$ cat src/rtl/avalon_burst_register_adapter.sv
// Avalon-MM slave bridge onto a flat register bank: bursts, byte enables,
// waitrequest, pipelined strobes and per-beat SLVERR for unmapped words.
module avalon_burst_register_adapter #(
  parameter int BUSWIDTH = 32,
  parameter int REGS     = 8,
  parameter int LATENCY  = 1,
  parameter int MAXBURST = 16,
  parameter int ADDRW    = (REGS > 1) ? $clog2(REGS) : 1,
  parameter int BCW      = $clog2(MAXBURST) + 1
) (
  input  logic                       clk,
  input  logic                       reset,
  input  logic                       read,
  input  logic                       write,
  input  logic [ADDRW-1:0]           address,
  input  logic [BCW-1:0]             burstcount,
  input  logic [BUSWIDTH/8-1:0]      byteenable,
  input  logic [BUSWIDTH-1:0]        writedata,
  output logic                       waitrequest,
  output logic                       readdatavalid,
  output logic [BUSWIDTH-1:0]        readdata,
  output logic                       writeresponsevalid,
  output logic [1:0]                 response,
  output logic [REGS-1:0]            reg_read_en,
  output logic [REGS-1:0]            reg_write_en,
  output logic [BUSWIDTH-1:0]        reg_wdata,
  output logic [BUSWIDTH/8-1:0]      reg_byteen,
  input  logic [REGS*BUSWIDTH-1:0]   reg_rdata
);
  localparam int BEW = BUSWIDTH / 8;

  typedef enum logic [1:0] {IDLE, RBURST, WBURST} state_t;

  typedef struct packed {
    logic                vld;
    logic                wr;
    logic [ADDRW-1:0]    addr;
    logic [BUSWIDTH-1:0] wdata;
    logic [BEW-1:0]      be;
  } beat_t;

  state_t            state_q, state_d;
  logic [ADDRW-1:0]  addr_q, addr_d;
  logic [BCW-1:0]    remaining_q, remaining_d;
  logic [BCW-1:0]    bc_eff;
  beat_t             iss;
  beat_t             stb;

  always_comb begin
    if (burstcount == '0)                  bc_eff = BCW'(1);
    else if (burstcount > BCW'(MAXBURST))  bc_eff = BCW'(MAXBURST);
    else                                   bc_eff = burstcount;
  end

  always_comb begin
    state_d     = state_q;
    addr_d      = addr_q;
    remaining_d = remaining_q;
    waitrequest = 1'b0;
    iss         = '0;
    unique case (state_q)
      IDLE: begin
        if (write) begin
          iss.vld   = 1'b1;
          iss.wr    = 1'b1;
          iss.addr  = address;
          iss.wdata = writedata;
          iss.be    = byteenable;
          if (bc_eff > BCW'(1)) begin
            state_d     = WBURST;
            remaining_d = bc_eff - BCW'(1);
            addr_d      = address + ADDRW'(1);
          end
        end else if (read) begin
          iss.vld  = 1'b1;
          iss.addr = address;
          if (bc_eff > BCW'(1)) begin
            state_d     = RBURST;
            remaining_d = bc_eff - BCW'(1);
            addr_d      = address + ADDRW'(1);
          end
        end
      end
      RBURST: begin
        // Self-issued beats; the master is held off until the burst drains.
        waitrequest = 1'b1;
        iss.vld     = 1'b1;
        iss.addr    = addr_q;
        addr_d      = addr_q + ADDRW'(1);
        remaining_d = remaining_q - BCW'(1);
        if (remaining_q == BCW'(1)) state_d = IDLE;
      end
      WBURST: begin
        waitrequest = read & ~write;
        if (write) begin
          iss.vld     = 1'b1;
          iss.wr      = 1'b1;
          iss.addr    = addr_q;
          iss.wdata   = writedata;
          iss.be      = byteenable;
          addr_d      = addr_q + ADDRW'(1);
          remaining_d = remaining_q - BCW'(1);
          if (remaining_q == BCW'(1)) state_d = IDLE;
        end
      end
      default: state_d = IDLE;
    endcase
    // Keeps the combinational strobe path quiet while reset is held.
    if (reset) iss.vld = 1'b0;
  end

  always_ff @(posedge clk or posedge reset) begin
    if (reset) begin
      state_q     <= IDLE;
      addr_q      <= '0;
      remaining_q <= '0;
    end else begin
      state_q     <= state_d;
      addr_q      <= addr_d;
      remaining_q <= remaining_d;
    end
  end

  generate
    if (LATENCY == 1) begin : g_comb
      assign stb = iss;
    end else begin : g_pipe
      beat_t pipe_q [LATENCY-1];
      beat_t pipe_d [LATENCY-1];

      always_comb begin
        pipe_d[0] = iss;
        for (int i = 1; i < LATENCY-1; i++) pipe_d[i] = pipe_q[i-1];
      end

      always_ff @(posedge clk or posedge reset) begin
        if (reset) begin
          for (int i = 0; i < LATENCY-1; i++) pipe_q[i] <= '0;
        end else begin
          pipe_q <= pipe_d;
        end
      end

      assign stb = pipe_q[LATENCY-2];
    end
  endgenerate

  logic                in_range;
  logic [BUSWIDTH-1:0] rd_mux;

  assign in_range = ({1'b0, stb.addr} < (ADDRW+1)'(REGS));

  always_comb begin
    reg_read_en  = '0;
    reg_write_en = '0;
    rd_mux       = '0;
    for (int i = 0; i < REGS; i++) begin
      if (stb.vld && stb.addr == ADDRW'(i)) begin
        if (stb.wr) reg_write_en[i] = 1'b1;
        else        reg_read_en[i]  = 1'b1;
        rd_mux = reg_rdata[i*BUSWIDTH +: BUSWIDTH];
      end
    end
  end

  assign reg_wdata  = (stb.vld && stb.wr) ? stb.wdata : '0;
  assign reg_byteen = (stb.vld && stb.wr) ? stb.be    : '0;

  logic                rsp_vld_q, rsp_vld_d;
  logic                rsp_wr_q,  rsp_wr_d;
  logic                rsp_err_q, rsp_err_d;
  logic [BUSWIDTH-1:0] rdata_q,   rdata_d;

  always_comb begin
    rsp_vld_d = stb.vld;
    rsp_wr_d  = stb.vld & stb.wr;
    rsp_err_d = stb.vld & ~in_range;
    rdata_d   = (stb.vld && !stb.wr) ? rd_mux : '0;
  end

  always_ff @(posedge clk or posedge reset) begin
    if (reset) begin
      rsp_vld_q <= 1'b0;
      rsp_wr_q  <= 1'b0;
      rsp_err_q <= 1'b0;
      rdata_q   <= '0;
    end else begin
      rsp_vld_q <= rsp_vld_d;
      rsp_wr_q  <= rsp_wr_d;
      rsp_err_q <= rsp_err_d;
      rdata_q   <= rdata_d;
    end
  end

  assign readdatavalid      = rsp_vld_q & ~rsp_wr_q;
  assign writeresponsevalid = rsp_vld_q &  rsp_wr_q;
  assign response           = {rsp_err_q, 1'b0};
  assign readdata           = rdata_q;

endmodule

$ cat config.mk
export PLATFORM = sky130hd
export DESIGN_NAME = avalon_burst_register_adapter
export DESIGN_NICKNAME = d
export VERILOG_FILES = /design/src/rtl/avalon_burst_register_adapter.sv
export SDC_FILE = /design/constraint.sdc
export NUM_CORES = 1
export LEC_CHECK = 0
export ABC_AREA = 1
export CORE_AREA = 5 5 151 153
export CTS_CLUSTER_DIAMETER = 200
export DETAILED_ROUTE_END_ITERATION = 8
export DIE_AREA = 0 0 156 158
export GPL_TIMING_DRIVEN = 0
export PLACE_DENSITY = 0.64
export SYNTH_ARGS = -nofsm -noshare
export SYNTH_HDL_FRONTEND = slang
export SYNTH_SLANG_ARGS = --single-unit
$ cat constraint.sdc
create_clock -name clk -period 5.05 [get_ports clk]
set_clock_uncertainty 0.2 [all_clocks]
set_input_delay 1.01 -clock clk [delete_from_list [all_inputs] [get_ports clk]]
set_output_delay 1.01 -clock clk [all_outputs]
set_load 0.02 [all_outputs]
==> reports/results.tsv, run 1 <==
stage	metric	value	unit
cts	cts_sinks	44	
cts	clk_path_buf_depth	2	
route	drc_errors	0	
grt	grt_usage	20.1	%
cts	cts_buffers	5	
yosys	yosysSeqAreaShare	24.3	%
floorplanning	die-area	24600	um^2
timing	max_clock_freq	0.207	GHz
timing	period_share	95.5	%
placed_design	numPortBuffers	390	
cts	insertion_delay	300	ps
cts	root_buffer	clkbuf_16	
route	wirelength	26400	um
floorplanning	rows	54	
cells_and_area	syn_to_final_growth	98.5	%
grt	antenna_found_initial	0	
setup_path	cp_max_fo	10	
timing	fin_hold_ws	337	ps
yosys	synth_seq_cells	44	
timing	max_slew_margin	50.6	%
setup_path	required	3840	ps
worst_hold_path	hold_path.class	register to register	
setup_path	startpoint	write	
yosys	synthDistinctLibCells	28	
route	vias	6692	
floorplanning	initial_core_util	21.2	%
setup_path	critical_path_class	input port to output port	
timing	tightest_slew	741	ps
grt	grt_start_max_net_pins	32	
grt	grt_pass1_wl	38100	um
setup_path	path_cells	clkdlybuf4s50_1 > nand2_1 > nand2_2 > inv_1 > nand2_1 > nand2_2 > inv_2 > nand2_2 > nor3_2 > clkbuf_2 > inv_1 > nor2_1 > clkdlybuf4s50_1	
cts	clkTransAtPathRegs	80	ps
cells_and_area	nets	1488	
cells_and_area	layout.cells.non_filler	1456	
grt	first_global_vias	6704	
route	ant_nets	0	
floorplanning	die_h	158	um
cells_and_area	fill_cells	2273	
setup_path	cp_common_cell	nand2_2	
run_status	status	completed	
cts	cts-htree-levels	2	
grt	gr-total-overflow	0	
timing	drv_slew	0	
yosys	syn_inst	775	
flow_run	drv_cap	0	
grt	use_met1	22.8	%
timing	hold_violations	0	
setup_path	arrival	3610	ps
cells_and_area	antenna_cells	0	
yosys	syn_avg_cell_area	5.85	um^2
setup_path	critPathLaunchType	input port	
power	power_leakage	4.13	nW
power	peakVddDrop	148	uV
cells_and_area	drive_above_1_share	5.95	%
timing	final-setup-viol-count	0	
floorplanning	coreArea	21400	um^2
cts	cts_tree	built	
setup_path	crit_buf_inv	6	
cells_and_area	layout_commonest_cell	clkdlybuf4s50_1	
grt	grtUsageMet3	6.59	%
floorplanning	die_w	156	um
setup_path	crit_family	buffers and inverters	
yosys	netlist_area	4530	um^2
route	drtIter0Drc	398	
route	wire_per_inst	18.1	um
timing	setup_tns	0	ps
floorplanning	ios	393	
timing	finalCriticalPeriod	4820	ps
placed_design	hpwl	22000	um
grt	met2_usage	37.2	%
setup_path	cp_slowest_cell	clkdlybuf4s50_1	
setup_path	cpPeakStageDelay	630	ps
grt	top_usage_layer	met2	
cells_and_area	layout_common_cells	390 x clkdlybuf4s50_1, 158 x nand3_1, 122 x nor2_1, 121 x inv_1, 113 x nand2_1	
route	firstDrtPassIters	5	
yosys	ys_warn_count	0	
placed_design	dp.cells	1447	
timing	rsz0062_at_grt	false	
placed_design	gp_congestion	0.900	
route	avgViaCountPerCell	4.60	
power	powerDensity	310	nW/um^2
setup_path	end_kind	output port	
setup_path	worstReg2RegStart	state_q[0]$_DFFE_PP0P_	
worst_hold_path	worst_hold_startpoint	addr_q[1]$_DFFE_PP0P_	
==> metrics by stage <==
step	utilization, %	power [W]	setup WS [ps]	area, um^2
2_1_floorplan	-	0.00156	1500	4530
3_3_place_gp	41.0	0.00239	-155	8790
3_5_place_dp	41.1	0.00240	-198	8810
4_1_cts	41.9	0.00282	22.3	8980
5_1_grt	42.0	0.00304	25.3	8990
6_report	42.0	0.00279	225	8990
==> sequential cells by signal, summed over array words and instances (netlist names) <==
signal,flops
addr_q,3
remaining_q,5
rsp_vld_q,1
state_q,2
readdata,32
rsp_wr_q,1
==> layer usage <==
metal | wire (um) | part of all wire, %
met5 | 0 | 0
met3 | 2710 | 10
met1 | 9920 | 38
met4 | 337 | 1.3
met2 | 13500 | 51
==> tightest hold or removal path: stages (launching register included) <==
cell and delay [ps]:
dfrtp_1 390, nand2_1 70, nand2_1 50
==> cell usage after synthesis <==
cell / count / area (um^2)
nand2_4: 2 / 22.5
o22ai_1: 1 / 6.26
nand2_1: 113 / 424
xnor2_1: 2 / 17.5
nor2_1: 122 / 458
inv_2: 8 / 30.0
or2_2: 11 / 68.8
o211ai_1: 6 / 45.0
or2_0: 20 / 125
buf_4: 5 / 37.5
nor3_2: 2 / 20.0
nor2_4: 3 / 33.8
clkbuf_1: 21 / 78.8
nor3_1: 2 / 10.0
dfrtp_1: 44 / 1100
nand2_2: 8 / 50.1
buf_2: 17 / 85.1
xor2_1: 2 / 17.5
o21ai_0: 19 / 95.1
ha_1: 9 / 113
nand4_1: 34 / 213
nand3_1: 158 / 791
nor3_4: 1 / 16.3
a21oi_1: 39 / 195
buf_1: 2 / 7.51
conb_1: 1 / 3.75
inv_1: 122 / 458
o31ai_1: 1 / 7.51
==> final cells by class <==
| type | instances | area, um^2 | share of cell area [%] |
|---|---|---|---|
| buffer | 45 | 211 | 2.35 |
| clock buffer | 5 | 125 | 1.39 |
| clock inverter | 3 | 47.5 | 0.529 |
| inverter | 130 | 488 | 5.43 |
| multi-input combinational | 557 | 2740 | 30.4 |
| sequential | 44 | 1100 | 12.2 |
| tap | 280 | 350 | 3.90 |
| timing repair buffer | 392 | 3930 | 43.7 |
==> path summary, 6_finish.rpt <==
| check | to | slack [ps] | cells past startpoint |
|---|---|---|---|
| max | reg_write_en[4] | 230 | 13 |
| min | addr_q[1]$_DFFE_PP0P_ | 340 | 2 |
| max reg2reg | readdata[0]$_DFF_PP0_ | 2050 | 16 |
| min reg2reg | addr_q[1]$_DFFE_PP0P_ | 340 | 2 |
| max in group asynchronous | readdata[9]$_DFF_PP0_ | 3220 | 3 |
| min in group asynchronous | readdata[10]$_DFF_PP0_ | 900 | 2 |
==> logic make-up after synthesis <==
kind of cell               Yosys count  synth area share, %
and+or+nand+nor                    476                 49.3
buffers and inverters              175                 15.4
AOI/OAI and AO/OA                   66                 7.71
DFF                                 44                 24.3
adders and majority gates            9                 2.49
xor gates and xnor gates             4                0.773
other                                1               0.0828
==> power breakdown <==
| group | total, W | internal, W | switching (W) |
|---|---|---|---|
| clock network | 0.000404 | 0.000236 | 0.000168 |
| logic | 0.00190 | 0.000740 | 0.00116 |
| registers | 0.000489 | 0.000438 | 0.0000518 |
==> repair_timing <==
item                       4_1_cts  5_1_grt
hold buffers                     0        0
setup endpoints to repair        2        7
setup buffers                    0        1
pin swaps                        0        1
resized for setup                1        3
(Power assumes the default switching activity.)
==> run 2: changes to the inputs <==
--- a/config.mk
+++ b/config.mk
@@ -6,12 +6,13 @@
 export NUM_CORES = 1
 export LEC_CHECK = 0
 export ABC_AREA = 1
-export CORE_AREA = 5 5 151 153
+export CAP_MARGIN = 20
+export CORE_AREA = 5 5 149 151
 export CTS_CLUSTER_DIAMETER = 200
 export DETAILED_ROUTE_END_ITERATION = 8
-export DIE_AREA = 0 0 156 158
+export DIE_AREA = 0 0 154 156
 export GPL_TIMING_DRIVEN = 0
-export PLACE_DENSITY = 0.64
+export PLACE_DENSITY = 0.66
 export SYNTH_ARGS = -nofsm -noshare
 export SYNTH_HDL_FRONTEND = slang
 export SYNTH_SLANG_ARGS = --single-unit
==> reports/results.tsv, run 2 (same netlist as run 1, synthesis figures left out) <==
stage	metric	value	unit	change
route	drtIter0Drc	288		-28%
cts	cts_tree	built		
timing	final-setup-viol-count	0		unchanged
setup_path	cpPeakStageDelay	610	ps	-20 ps
floorplanning	die_w	154	um	-1.3%
placed_design	numPortBuffers	390		unchanged
cells_and_area	layout_common_cells	389 x clkdlybuf4s50_1, 158 x nand3_1, 122 x nor2_1, 121 x inv_1, 112 x nand2_1		
grt	grt_usage	20.6	%	+0.46 points
setup_path	r2r-end	readdata[24]$_DFF_PP0_		
timing	fin_hold_ws	311	ps	-26.5 ps
grt	grt_start_max_net_pins	27		-16%
floorplanning	rows	53		-1.9%
timing	tightest_slew	752	ps	+11.3 ps
route	avgViaCountPerCell	4.54		-1.2%
run_status	status	completed		
route	firstDrtPassIters	5		unchanged
cells_and_area	layout_commonest_cell	clkdlybuf4s50_1		
setup_path	cp_common_cell	nand2_1		
cells_and_area	drive_above_1_share	6.20	%	+0.24 points
route	vias	6599		-1.4%
floorplanning	die_h	156	um	-1.3%
grt	grt_pass1_wl	38000	um	-0.33%
setup_path	crit_buf_inv	5		-1
flow_run	drv_cap	0		unchanged
power	power_leakage	4.16	nW	+0.61%
worst_hold_path	hold_path.class	register to register		
cts	clk_path_buf_depth	2		unchanged
setup_path	arrival	3640	ps	+30 ps
cts	insertion_delay	300	ps	about the same
grt	first_global_vias	6494		-3.1%
cells_and_area	largest_reg_flops	32		unchanged
placed_design	hpwl	21800	um	-0.94%
power	powerDensity	312	nW/um^2	+0.63%
setup_path	rrSetupSlack	2010	ps	-40 ps
floorplanning	ios	393		unchanged
placed_design	gp_congestion	0.879		-2.4%
route	ant_nets	0		unchanged
floorplanning	initial_core_util	21.9	%	+0.74 points
timing	setup_tns	0	ps	unchanged
setup_path	required	3840	ps	about the same
grt	gr-total-overflow	0		unchanged
setup_path	critPathLaunchType	input port		
worst_hold_path	min_to	addr_q[1]$_DFFE_PP0P_		
cts	cts_buffers	5		unchanged
setup_path	ff2ff_path_depth	16		unchanged
power	peakVddDrop	163	uV	+10%
route	drc_errors	0		unchanged
timing	max_slew_margin	49.9	%	-0.75 points
cells_and_area	nets	1490		+0.13%
cells_and_area	syn_to_final_growth	98.7	%	
setup_path	crit_family	buffers and inverters		
timing	finalCriticalPeriod	4850	ps	+26.2 ps
setup_path	path_cells	clkdlybuf4s50_1 > nand2_1 > nand2_2 > inv_1 > nand2_1 > nand2_2 > nor2_4 > buf_4 > buf_2 > nand2_1 > nor2_1 > clkdlybuf4s50_1		
floorplanning	die-area	24000	um^2	-2.5%
cts	cts-htree-levels	2		unchanged
cells_and_area	antenna_cells	0		unchanged
timing	max_clock_freq	0.206	GHz	-0.54%
grt	antenna_found_initial	1		+1
timing	drv_slew	0		unchanged
cts	cts_sinks	44		unchanged
cts	clkTransAtPathRegs	70	ps	about the same
setup_path	end_kind	output port		
setup_path	critical_path_class	input port to output port		
route	wirelength	26500	um	+0.25%
setup_path	worst-path-stages	12		-1
timing	period_share	96.1	%	+0.52 points
setup_path	worstReg2RegStart	state_q[0]$_DFFE_PP0P_		
worst_hold_path	holdPathStages	2		unchanged
route	wire_per_inst	18.2	um	+0.45%
setup_path	cp_max_fo	10		unchanged
timing	hold_violations	0		unchanged
timing	rsz0062_at_grt	false		
cts	root_buffer	clkbuf_16		
setup_path	cp_slowest_cell	clkdlybuf4s50_1		
worst_hold_path	worst_hold_startpoint	addr_q[1]$_DFFE_PP0P_		
floorplanning	coreArea	20700	um^2	-3.4%
-- run 2: changes by cell type in the layout (fill, tap and decap cells not counted), sizes merged --
cell,change
clkinv,-2
dlymetal6s2s,+1
clkdlybuf4s50,-1
inv,+1
buf,+2
clkinvlp,+1
-- run 2: worst max-delay path by stage --
stage,slack (ps),end,start
after CTS,30,reg_write_en[1],write
after global placement,-50,reg_read_en[4],write
after detailed placement,-90,reg_read_en[4],write
after floorplan,1500,reg_read_en[4],write
final,200,reg_read_en[0],write
after global routing,10,reg_read_en[1],write
-- run 2: final cells by class --
class	count	area, um^2
fill	2192	11700
timing repair buffer	394	3950
multi-input combinational	557	2740
sequential	44	1100
inverter	130	488
tap	275	344
buffer	45	211
clock buffer	5	125
clock inverter	3	46.3
-- run 2: repair_timing --
item                                    4_1_cts  5_1_grt
endpoints found under the setup margin        4        8
hold buffers                                  0        0
resized for setup                             3        1
pin swaps                                     0        1
buffers inserted                              0        3
-- run 2: worst register-to-register path: stages, from the launching register on --
cell and delay (ps):
dfrtp_1 450, inv_1 110, ha_1 220, nand2_1 130, nand2_2 120, inv_1 50, nand2_1 70, nand2_2 100
nor2_4 230, buf_4 160, clkbuf_1 570, nand3_1 190, nand3_1 120, nor2_1 40, nand4_1 70, nand3_1 70
inv_1 80
-- run 2: power by group --
part	switching [W]	total (W)	leakage, nW	internal [W]
clock	0.000170	0.000406	0.0804	0.000236
combinational	0.00117	0.00192	3.49	0.000748
sequential	0.0000498	0.000487	0.591	0.000438
-- run 2: stage by stage --
stage / cell area [um^2] / setup slack, ps / instances / power (W) / utilization, %
after CTS: 8980 / 27.2 / 1450 / 0.00284 / 43.4
final: 9000 / 199 / 1453 / 0.00281 / 43.5
after floorplan: 4530 / 1500 / 776 / 0.00156 / -
after detailed placement: 8800 / -89.1 / 1442 / 0.00242 / 42.5
after global routing: 9000 / 9.68 / 1453 / 0.00304 / 43.5
after global placement: 8780 / -50.3 / 1441 / 0.00240 / 42.4
-- run 2: routing by layer --
| layer | GRT usage, % | up-vias | wire length, um |
|---|---|---|---|
| met3 | 6.13 | 35 | 2450 |
| met2 | 37.5 | 335 | 13200 |
| met5 | 0 | - | 7 |
| met4 | 4.84 | 2 | 499 |
| li1 | - | 3278 | - |
| met1 | 23.7 | 2949 | 10300 |
